File: src/rtl/alu_arbiter.sv
// ---------------------------------------------------------------------------
// alu_arbiter
//   Shares one multi-cycle ALU between two requesters. An idle arbiter accepts
//   one request (round-robin on contention), launches the ALU with a one-cycle
//   start pulse, waits for alu_done or a timeout, then returns a one-cycle
//   response tagged with the requester id.
//
// Ports
//   clk, rst                       clock, synchronous active-high reset
//   reqN_valid / reqN_ready        request handshake (ready only in IDLE)
//   reqN_op / reqN_a / reqN_b      opcode and operands of requester N
//   alu_start                      one-cycle launch pulse to the ALU
//   alu_op / alu_a / alu_b         captured operation, stable while outstanding
//   alu_done / alu_result          ALU completion and result
//   rsp_valid                      one-cycle response pulse
//   rsp_id / rsp_data / rsp_err    response fields, held between responses
//   busy                           arbiter not in IDLE
// ---------------------------------------------------------------------------
module alu_arbiter #(
  parameter int unsigned TIMEOUT = 255  // legal range 1..255
) (
  input  logic       clk,
  input  logic       rst,
  input  logic       req0_valid,
  output logic       req0_ready,
  input  logic [2:0] req0_op,
  input  logic [7:0] req0_a,
  input  logic [7:0] req0_b,
  input  logic       req1_valid,
  output logic       req1_ready,
  input  logic [2:0] req1_op,
  input  logic [7:0] req1_a,
  input  logic [7:0] req1_b,
  output logic       alu_start,
  output logic [2:0] alu_op,
  output logic [7:0] alu_a,
  output logic [7:0] alu_b,
  input  logic       alu_done,
  input  logic [7:0] alu_result,
  output logic       rsp_valid,
  output logic       rsp_id,
  output logic [7:0] rsp_data,
  output logic       rsp_err,
  output logic       busy
);

  // Counter value in the last WAIT cycle that may still see alu_done.
  localparam logic [7:0] LAST_WAIT = 8'(TIMEOUT - 1);

  typedef enum logic [1:0] {S_IDLE, S_ISSUE, S_WAIT, S_RESP} state_e;

  state_e     state_q, state_d;
  logic       last_grant_q;
  logic       grant_q;      // requester owning the outstanding operation
  logic [2:0] op_q;
  logic [7:0] a_q, b_q;
  logic [7:0] cnt_q;
  logic       rsp_id_q, rsp_err_q;
  logic [7:0] rsp_data_q;

  logic any_valid, grant_sel, accept, wait_tmo;

  assign any_valid = req0_valid | req1_valid;
  // On contention the requester that was not granted last time wins.
  assign grant_sel = (req0_valid && req1_valid) ? ~last_grant_q : req1_valid;
  assign accept    = (state_q == S_IDLE) && !rst && any_valid;
  // alu_done takes priority over the timeout in the same cycle.
  assign wait_tmo  = (state_q == S_WAIT) && !alu_done && (cnt_q == LAST_WAIT);

  // State register
  always_ff @(posedge clk) begin
    // NOTE: clocked state uses non-blocking assignments so every register
    // samples pre-edge values regardless of process evaluation order.
    if (rst) state_q <= S_IDLE;
    else     state_q <= state_d;
  end

  // Next-state logic
  always_comb begin
    // NOTE: default assignment first so no path leaves state_d unassigned,
    // which would otherwise infer a latch.
    state_d = state_q;
    unique case (state_q)
      S_IDLE:  if (any_valid) state_d = S_ISSUE;
      S_ISSUE: state_d = S_WAIT;
      S_WAIT:  if (alu_done || wait_tmo) state_d = S_RESP;
      S_RESP:  state_d = S_IDLE;
      default: state_d = S_IDLE;
    endcase
  end

  // Output logic; every output is forced low while reset is asserted.
  always_comb begin
    req0_ready = accept & ~grant_sel;
    req1_ready = accept &  grant_sel;
    alu_start  = 1'b0;
    alu_op     = '0;
    alu_a      = '0;
    alu_b      = '0;
    rsp_valid  = 1'b0;
    rsp_id     = 1'b0;
    rsp_data   = '0;
    rsp_err    = 1'b0;
    busy       = 1'b0;
    if (!rst) begin
      busy      = (state_q != S_IDLE);
      alu_start = (state_q == S_ISSUE);
      rsp_valid = (state_q == S_RESP);
      rsp_id    = rsp_id_q;
      rsp_data  = rsp_data_q;
      rsp_err   = rsp_err_q;
      if (state_q != S_IDLE) begin
        alu_op = op_q;
        alu_a  = a_q;
        alu_b  = b_q;
      end
    end
  end

  // Holding registers, timeout counter and response registers
  always_ff @(posedge clk) begin
    if (rst) begin
      last_grant_q <= 1'b1;  // requester 0 wins the first contention
      grant_q      <= 1'b0;
      op_q         <= '0;
      a_q          <= '0;
      b_q          <= '0;
      cnt_q        <= '0;
      rsp_id_q     <= 1'b0;
      rsp_data_q   <= '0;
      rsp_err_q    <= 1'b0;
    end else begin
      if (accept) begin
        grant_q      <= grant_sel;
        last_grant_q <= grant_sel;
        op_q         <= grant_sel ? req1_op : req0_op;
        a_q          <= grant_sel ? req1_a  : req0_a;
        b_q          <= grant_sel ? req1_b  : req0_b;
      end
      if (state_q == S_ISSUE) cnt_q <= '0;
      if (state_q == S_WAIT) begin
        if (alu_done) begin
          rsp_id_q   <= grant_q;
          rsp_data_q <= alu_result;
          rsp_err_q  <= 1'b0;
        end else if (wait_tmo) begin
          rsp_id_q   <= grant_q;
          rsp_data_q <= '0;
          rsp_err_q  <= 1'b1;
        end else begin
          // Never wraps: WAIT is left once the count hits LAST_WAIT.
          cnt_q <= cnt_q + 8'd1;
        end
      end
    end
  end

endmodule

File: config.mk
export PLATFORM = sky130hd
export DESIGN_NAME = alu_arbiter
export DESIGN_NICKNAME = d
export VERILOG_FILES = /design/src/rtl/alu_arbiter.sv
export SDC_FILE = /design/constraint.sdc
export NUM_CORES = 1
export LEC_CHECK = 0
export ABC_AREA = 0
export BUFFER_PORTS_ARGS = -buffer_cell sky130_fd_sc_hd__buf_4
export CORE_MARGIN = 5
export CORE_UTILIZATION = 45
export CTS_CLUSTER_DIAMETER = 60
export DETAILED_ROUTE_END_ITERATION = 6
export GPL_TIMING_DRIVEN = 0
export PLACE_DENSITY = 0.74
export SKIP_CTS_REPAIR_TIMING = 1
export SYNTH_ARGS = -nofsm -noshare
export SYNTH_HDL_FRONTEND = slang
export SYNTH_SLANG_ARGS = --single-unit
export TNS_END_PERCENT = 50
File: constraint.sdc
create_clock -name clk -period 1.8 [get_ports clk]
set_input_delay 0 -clock clk [delete_from_list [all_inputs] [get_ports clk]]
set_output_delay 0 -clock clk [all_outputs]
set_load 0.005 [all_outputs]
# Yosys cells after proc, flatten, opt, wreduce, memory -nomap -nowiden
# Cells that the tools add are included.
# W data, S select, Z words.
[totals]
register_bits = 41
inputBits = 51
out_inout_bits = 34
[op_classes]
add_sub_neg = 1
n_eq_ne = 6
mux = 29
bitwise_logic = 5
reduce_logical = 13
[op_table]
columns = ["cell", "count"]
rows = [
  ["$mux W8", 13],
  ["$mux W1", 10],
  ["$mux W3", 3],
  ["$add A8 B1 Y8 const B", 1],
  ["$eq A8 B8 Y1 const B", 1],
  ["$pmux W2 S4", 1],
  ["$logic_and A1 B1 Y1", 5],
  ["$eq A2 B2 Y1 const B", 2],
  ["$mux W2", 2],
  ["$ne A2 B2 Y1 const B", 2],
  ["$reduce_and A2 Y1", 2],
  ["$reduce_bool A2 Y1", 2],
  ["$and A1 B1 Y1", 2],
  ["$eq A2 B1 Y1 const B", 1],
  ["$logic_not A1 Y1", 2],
  ["$logic_not A2 Y1", 1],
  ["$not A1 Y1", 2],
  ["$logic_or A1 B1 Y1", 1],
  ["$or A1 B1 Y1", 1],
]

# Longest topological paths before layout
# Gate-level depths: netlist (run 1).
[logic_depth]
depth_word = 6
mapped_depth = 7
depth_no_buf = 6

# Least setup slack after synthesis (run 1)
# Ideal clock, no wire load.
[synth_path]
kind = "register -> register"
from = "reg cnt_q[0]"
to = "reg rsp_id_q"
setup_ps = 121
arrival_ps = 1463
required_time_ps = 1679
setup_slack_ps = 216
path_stages_with_launch = 7
path_cell_list = "dfxtp_1 inv_1 ha_1 nand3_1 nor2_2 o21ai_2 mux2_4"
[synth_via]
elab_chain_len = 4
[synth_rtl]
columns = ["element", "line", "source"]
rows = [
  ["start, declared", "57", "logic [7:0] cnt_q;"],
  ["start signal, assigned", "152", "cnt_q <= cnt_q + 8'd1;"],
  ["$eq A8 B8 Y1", "68", "assign wait_tmo = (state_q == S_WAIT) && !alu_done && (cnt_q == LAST_WAIT);"],
  ["$logic_and A1 B1 Y1", "68", ""],
  ["$reduce_bool A2 Y1 (no line)", "n/a", ""],
  ["$reduce_and A2 Y1 (no line)", "n/a", ""],
  ["end signal, assigned", "143", "rsp_id_q <= grant_q;"],
  ["end signal, assigned", "147", "rsp_id_q <= grant_q;"],
  ["end, declared", "58", "logic rsp_id_q, rsp_err_q;"],
]
# Every way passes these cells.
# A chain may end at the register's enable or synchronous reset.

# Final worst setup path (run 1)
[layout_path]
from = "reg state_q[0]"
to = "out alu_a[1]"
[layout_via]
elab_chain_len = 3
[layout_rtl]
columns = ["element", "line", "source"]
rows = [
  ["start, declared", "52", "state_e state_q, state_d;"],
  ["start signal, assigned", "75", "else state_q <= state_d;"],
  ["$reduce_bool A2 Y1", "112", "if (state_q != S_IDLE) begin"],
  ["$mux W8", "112", ""],
  ["$mux W8", "105", "if (!rst) begin"],
  ["end, declared", "36", "output logic [7:0] alu_a,"],
]
# Every way passes these cells.

==> results.yml, run 1 <==
worst_setup_path:
  slowest_stage: "dfxtp_1"
  arrival_ns: 1.69
  crit_type: "register to primary output"
  crit_fanout: 10
  worstReg2RegStart: "cnt_q[0]$_SDFF_PP0_"
  critPathCaptureType: "primary output"
  cp-start-kind: "register"
  critPathTopFamily: "buffers and inverters"
  path_buf_inv: 3
  worstPathCellList: "inv_1 -> ha_2 -> nor2_1 -> clkbuf_2 -> and2_1 -> buf_4"
  crit_start: "state_q[0]$_SDFFE_PP0P_"
  cp_slowest_stage_delay_ns: 0.39
  critPathRequiredTime_ns: 1.80
clocking:
  cts_tree: "yes"
  clock_sinks: 41
  clkTransAtPathRegs_ns: 0.08
  clk_latency_ns: 0.30
  cts_buffers: 5
  h-tree-depth: 2
  cts_root_buf: "clkbuf_8"
  cts_buffer_depth: 2
timing:
  fin_crit_sh: 0.937
  relSlewSlack: 0.614
  hold_viol: 0
  fin_ws_ns: 0.113
  worst_pin_slew_ns: 0.580
  post-route-min-period_ns: 1.69
  slew_violations: 0
  clock-skew-final_ns: 0.00430
  setup_viol: 0
  timing.fmax_mhz: 593
  finalSetupTns_ns: 0
final_layout:
  regArea_um2: 822
  antenna_cells: 0
  nets: 397
  drive_above_1_share: 0.371
  multi_input_area_mm2: 0.00128
  areaGrowthSynthToFinish_pct: 45.7
  fillCellCount: 430
placement:
  numPortBuffers: 84
  place_congestion: 0.738
  pre_cts_ws_ns: 0.0136
  hpwl_mm: 4.26
die:
  initial_core_util: 0.461
  rows: 25
  die_w_um: 79.6
  die_height_um: 79.6
  coreArea_mm2: 0.00472
  dieArea_mm2: 0.00633
  io_pins: 85
drt:
  drt-initial-drc-count: 118
  wirelength_mm: 5.81
  via_per_inst: 5.04
  drtAntennaViolNets: 0
  remaining_drc_errors: 0
  route.vias.total: 2051
  dr.pass1.iters: 4
  wl_per_cell_um: 14.3
yosys:
  syn_inst: 230
  synth_edf_count: 0
  synth_largest_area_cell: "dfxtp_1"
  synth_seq_cells: 41
  synth.top_cell.area_share: 0.377
  yosys_warnings: 0
  yosysUniqueCellTypes: 46
  netlist_area_mm2: 0.00218
  syn_nets: 288
  synth_area_leaders: "dfxtp_1, mux2i_1, a211oi_1"
  seq_area_frac_synth: 0.377
  async_reset_ff_frac: 0
  synth_flop_cell: "dfxtp_1"
  syn_area_per_cell_um2: 9.47
global_route:
  grt_pass1_vias: 1908
  grt_max_degree: 14
  grt_usage: 0.179
  grt_first_pass_wirelength_mm: 8.89
  antenna_found_initial: 0
  use_met1: 0.214
  busiest_layer: "met2"
  globalRouteOverflowTotal: 0
  gr-usage-met2: 0.311
  use_met3: 0.0384
power_and_ir_drop:
  power_leakage_nw: 1.44
  p_per_area_mw_per_mm2: 913
  peakVddDrop_uv: 732
run_status:
  outcome: "finished, final reports clean"
hold_path:
  hp-class: "input port to register"
  min_from: "req1_valid"
job:
  drv_cap: 0
power by group:
group,total [W],internal [W],switching (W),leakage [nW]
clock,0.000601,0.000268,0.000334,0.0439
sequential,0.00113,0.00106,0.0000752,0.335
combinational,0.00116,0.000573,0.000589,1.06
sequential cells by signal (all words and copies together) (netlist names):
| name | flops |
|---|---|
| last_grant_q | 1 |
| state_q | 2 |
| cnt_q | 8 |
| rsp_err_q | 1 |
| rsp_data_q | 8 |
| b_q | 8 |
| op_q | 3 |
| a_q | 8 |
| grant_q | 1 |
| rsp_id_q | 1 |
layer usage:
| metal | share of wire | vias to the layer above |
|---|---|---|
| met1 | 0.44 | 956 |
| met5 | 0 | - |
| li1 | - | 1045 |
| met3 | 0.039 | 7 |
| met2 | 0.51 | 43 |
| met4 | 0.015 | 0 |
cell usage after synthesis (2+ instances only):
cell type and count:
clkbuf_1 6, inv_1 4, a221o_1 2, and2_1 19, a222oi_1 2, a21oi_1 8, nand3b_1 2, nor3_1 2
nor2_1 26, nand3_1 2, dfxtp_1 41, o21ai_0 3, ha_1 7, mux2i_1 20, nand2_1 4, buf_4 2
o21a_1 2, and2b_1 3, nor2b_1 13, a211oi_1 21, buf_6 2, buf_2 3, a22o_1 8, o211a_1 2
and3_1 5
worst register-to-register path: cells and delay by family, from the launching register on:
| kind | cells | cell delay, ns |
|---|---|---|
| flip-flops | 1 | 0.38 |
| adder cells (fa/ha/maj) | 1 | 0.24 |
| AND/OR/NAND/NOR | 1 | 0.20 |
| buffers and inverters | 1 | 0.05 |
| AO/OA/AOI/OAI | 3 | 0.70 |
cell type report:
cell class | instances | share of cell area
Multi-Input combinational cell | 171 | 0.404
Sequential cell | 41 | 0.259
Timing Repair Buffer | 102 | 0.252
Buffer | 14 | 0.0268
Tap cell | 67 | 0.0264
Clock buffer | 5 | 0.0217
Clock inverter | 3 | 0.00552
Inverter | 4 | 0.00473
stage by stage:
step	instance area, µm²	instances	total power (W)	util	hold slack [ns]
3_5_place_dp	2890	381	0.00220	0.612	0.215
5_1_grt	3170	407	0.00307	0.672	0.0482
3_3_place_gp	2890	381	0.00218	0.612	0.209
4_1_cts	2980	389	0.00280	0.630	-0.102
2_1_floorplan	2180	230	0.00182	-	0.0966
6_report	3170	407	0.00290	0.672	0.0374
cell families (layout without fill, tap and decap cells):
kind of cell	after synthesis	in the layout	synth area share
AO/OA/AOI/OAI	55	55	0.205
XOR/XNOR	1	1	0.00402
adder cells (fa/ha/maj)	7	7	0.0402
buffers and inverters	18	128	0.0431
flip-flops	41	41	0.377
multiplexers	21	21	0.0988
AND/OR/NAND/NOR	87	87	0.232
cells in the final DEF (no fill, tap or decap), types with 3 or more instances in the layout:
cell,count
clkbuf_2,3
and2b_1,3
clkbuf_8,5
clkbuf_1,4
inv_1,4
a21oi_1,8
dfxtp_1,40
nor2b_1,13
o21ai_0,3
buf_4,91
mux2i_1,20
nor2_1,26
nand2_1,4
ha_1,5
and3_1,5
and2_1,19
dlygate4sd3_1,13
a211oi_1,21
a22o_1,8
path summary, 6_finish.rpt:
| path | endpoint | slack (ns) | cells past startpoint |
|---|---|---|---|
| max | alu_a[1] | 0.11 | 6 |
| min | last_grant_q$_SDFFE_PP1P_ | 0.04 | 3 |
| max reg2reg | cnt_q[6]$_SDFF_PP0_ | 0.13 | 6 |
| min reg2reg | op_q[1]$_SDFFE_PP0P_ | 0.49 | 2 |
Power figures use the tool's default switching activity.
==> inputs of run 2 (changes only) <==
--- a/config.mk
+++ b/config.mk
@@ -8,11 +8,12 @@
 export ABC_AREA = 0
 export BUFFER_PORTS_ARGS = -buffer_cell sky130_fd_sc_hd__buf_4
 export CORE_MARGIN = 5
-export CORE_UTILIZATION = 45
+export CORE_UTILIZATION = 49
 export CTS_CLUSTER_DIAMETER = 60
 export DETAILED_ROUTE_END_ITERATION = 6
 export GPL_TIMING_DRIVEN = 0
-export PLACE_DENSITY = 0.74
+export PLACE_DENSITY = 0.79
+export RECOVER_POWER = 50
 export SKIP_CTS_REPAIR_TIMING = 1
 export SYNTH_ARGS = -nofsm -noshare
 export SYNTH_HDL_FRONTEND = slang
==> run 2 against run 1 <==
Routed wire length rose by 2.0%. Hold slack got worse by 0.0036 ns. Via count rose by 0.98%. Critical path depth did not move. Total power rose by 4.3%. Combinational power barely moved. Sequential power barely moved. Sequential share of layout area rose by 0.053 points. Final cell count fell by 4.7%. Design area fell by 0.35%. Worst setup slack got worse by 0.047 ns.
==> results.yml, run 2 (synthesis gave the netlist of run 1 again) <==
run_status:
  outcome: "finished, final reports clean"
final_layout:
  final_cell_mix: "buf_4, dfxtp_1, nor2_1"
  nets: 393
  final_common_cell: "buf_4"
  fin_area_mm2: 0.00316
  finalNonFillerCells: 388
  drive_above_1_share: 0.348
  fillCellCount: 349
  areaGrowthSynthToFinish_pct: 45.2
  antenna_cells: 0
placement:
  numPortBuffers: 84
  place_congestion: 0.805
  placed_cell_area_mm2: 0.00287
  pre_cts_ws_ns: 0.0445
  dp_cells: 366
  hpwl_mm: 4.13
clocking:
  h-tree-depth: 2
  clkTransAtPathRegs_ns: 0.08
  cts_root_buf: "clkbuf_8"
  cts_buffer_depth: 2
  clk_latency_ns: 0.29
  cts_tree: "yes"
  cts_buffers: 5
  clock_sinks: 41
die:
  io_pins: 85
  die_height_um: 76.7
  dieArea_mm2: 0.00588
  initial_core_util: 0.503
  die_w_um: 76.7
  coreArea_mm2: 0.00432
  rows: 24
drt:
  via_per_inst: 5.34
  drtAntennaViolNets: 0
  remaining_drc_errors: 0
  dr.pass1.iters: 4
  wirelength_mm: 5.93
  route.vias.total: 2071
  wl_per_cell_um: 15.3
  drt-initial-drc-count: 113
timing:
  slew_violations: 0
  hold_slack_ns: 0.0338
  hold_viol: 0
  worst_pin_slew_ns: 0.571
  fin_ws_ns: 0.0660
  post-route-min-period_ns: 1.73
  setup_viol: 0
  timing.fmax_mhz: 577
  rsz0062_at_grt: "true"
  relSlewSlack: 0.620
  fin_crit_sh: 0.963
  clock-skew-final_ns: 0.00710
hold_path:
  min_from: "req1_valid"
  hp-class: "input port to register"
  hold_depth: 3
  holdPathEnd: "last_grant_q$_SDFFE_PP1P_"
worst_setup_path:
  critPathCaptureType: "register"
  crit_type: "register to register"
  slowest_stage: "dfxtp_1"
  worstPathCellList: "inv_1 -> ha_1 -> and2b_1 -> o21ai_4 -> nor2_1 -> a221o_1"
  r2r_cells: 6
  cp-start-kind: "register"
  critPathRequiredTime_ns: 1.98
  crit_fanout: 7
  arrival_ns: 1.92
  worstReg2RegStart: "state_q[0]$_SDFFE_PP0P_"
  r2r_slack_ns: 0.07
  cp_slowest_stage_delay_ns: 0.38
  r2r_end: "cnt_q[5]$_SDFF_PP0_"
global_route:
  globalRouteOverflowTotal: 0
  antenna_found_initial: 0
  grt_first_pass_wirelength_mm: 9.30
  grt_pass1_vias: 1955
  grt_usage: 0.193
  grt_max_degree: 13
power_and_ir_drop:
  power_leakage_nw: 1.43
  peakVddDrop_uv: 501
  p_per_area_mw_per_mm2: 955
job:
  drv_cap: 0
[run 2: changes by cell type in the layout (fill, tap and decap cells not counted), sizes merged]
cell      before  now
buf           95   79
bufinv         0    1
clkbuf        13   27
clkinv         2    0
clkinvlp       1    0
[run 2: critical path, delay by kind of cell, from the launching register on]
kind | cells | cell delay [ns]
compound gates | 2 | 0.46
fa+ha+maj | 1 | 0.31
buf+inv | 1 | 0.10
flops | 1 | 0.38
simple gates | 2 | 0.38
[run 2: routing by layer]
layer | track usage | share of wire | vias up
met5 | 0 | 0 | -
met2 | 0.331 | 0.52 | 65
li1 | - | - | 1037
met4 | 0.0629 | 0.017 | 0
met1 | 0.232 | 0.41 | 959
met3 | 0.0527 | 0.051 | 10
[run 2: power by group]
| part | switching (W) | internal (W) |
|---|---|---|
| combinational | 0.000580 | 0.000546 |
| sequential | 0.0000762 | 0.00106 |
| clock | 0.000310 | 0.000452 |
| total | 0.000966 | 0.00205 |
[run 2: how the worst max path moves through the flow]
stage                                        from               endpoint  slack, ns  cells after the start
after floorplan               cnt_q[0]$_SDFF_PP0_  rsp_id_q$_SDFFE_PP0P_       0.22                      6
after detailed placement      cnt_q[0]$_SDFF_PP0_  rsp_id_q$_SDFFE_PP0P_       0.04                      6
after global placement        cnt_q[0]$_SDFF_PP0_  rsp_id_q$_SDFFE_PP0P_       0.06                      6
after global routing      state_q[0]$_SDFFE_PP0P_   op_q[2]$_SDFFE_PP0P_      -0.02                      7
after CTS                 state_q[0]$_SDFFE_PP0P_               alu_a[6]      -0.07                      6
final                     state_q[0]$_SDFFE_PP0P_    cnt_q[5]$_SDFF_PP0_       0.07                      6
[run 2: stage by stage]
| stage | power (W) | TNS (ns) | util |
|---|---|---|---|
| floorplan | 0.00182 | 0 | - |
| finish | 0.00302 | 0 | 0.731 |
| global route | 0.00323 | -0.112 | 0.731 |
| detailed placement | 0.00219 | 0 | 0.664 |
| CTS | 0.00296 | -0.898 | 0.691 |
| global placement | 0.00217 | 0 | 0.664 |
[run 2: cell type report]
type / instances / area [µm²] / share of cell area
Buffer: 14 / 85.1 / 0.0269
Clock buffer: 7 / 86.3 / 0.0273
Clock inverter: 1 / 30.0 / 0.00950
Inverter: 4 / 15.0 / 0.00475
Multi-Input combinational cell: 171 / 1280 / 0.404
Sequential cell: 41 / 821 / 0.260
Tap cell: 52 / 65.1 / 0.0206
Timing Repair Buffer: 98 / 781 / 0.247
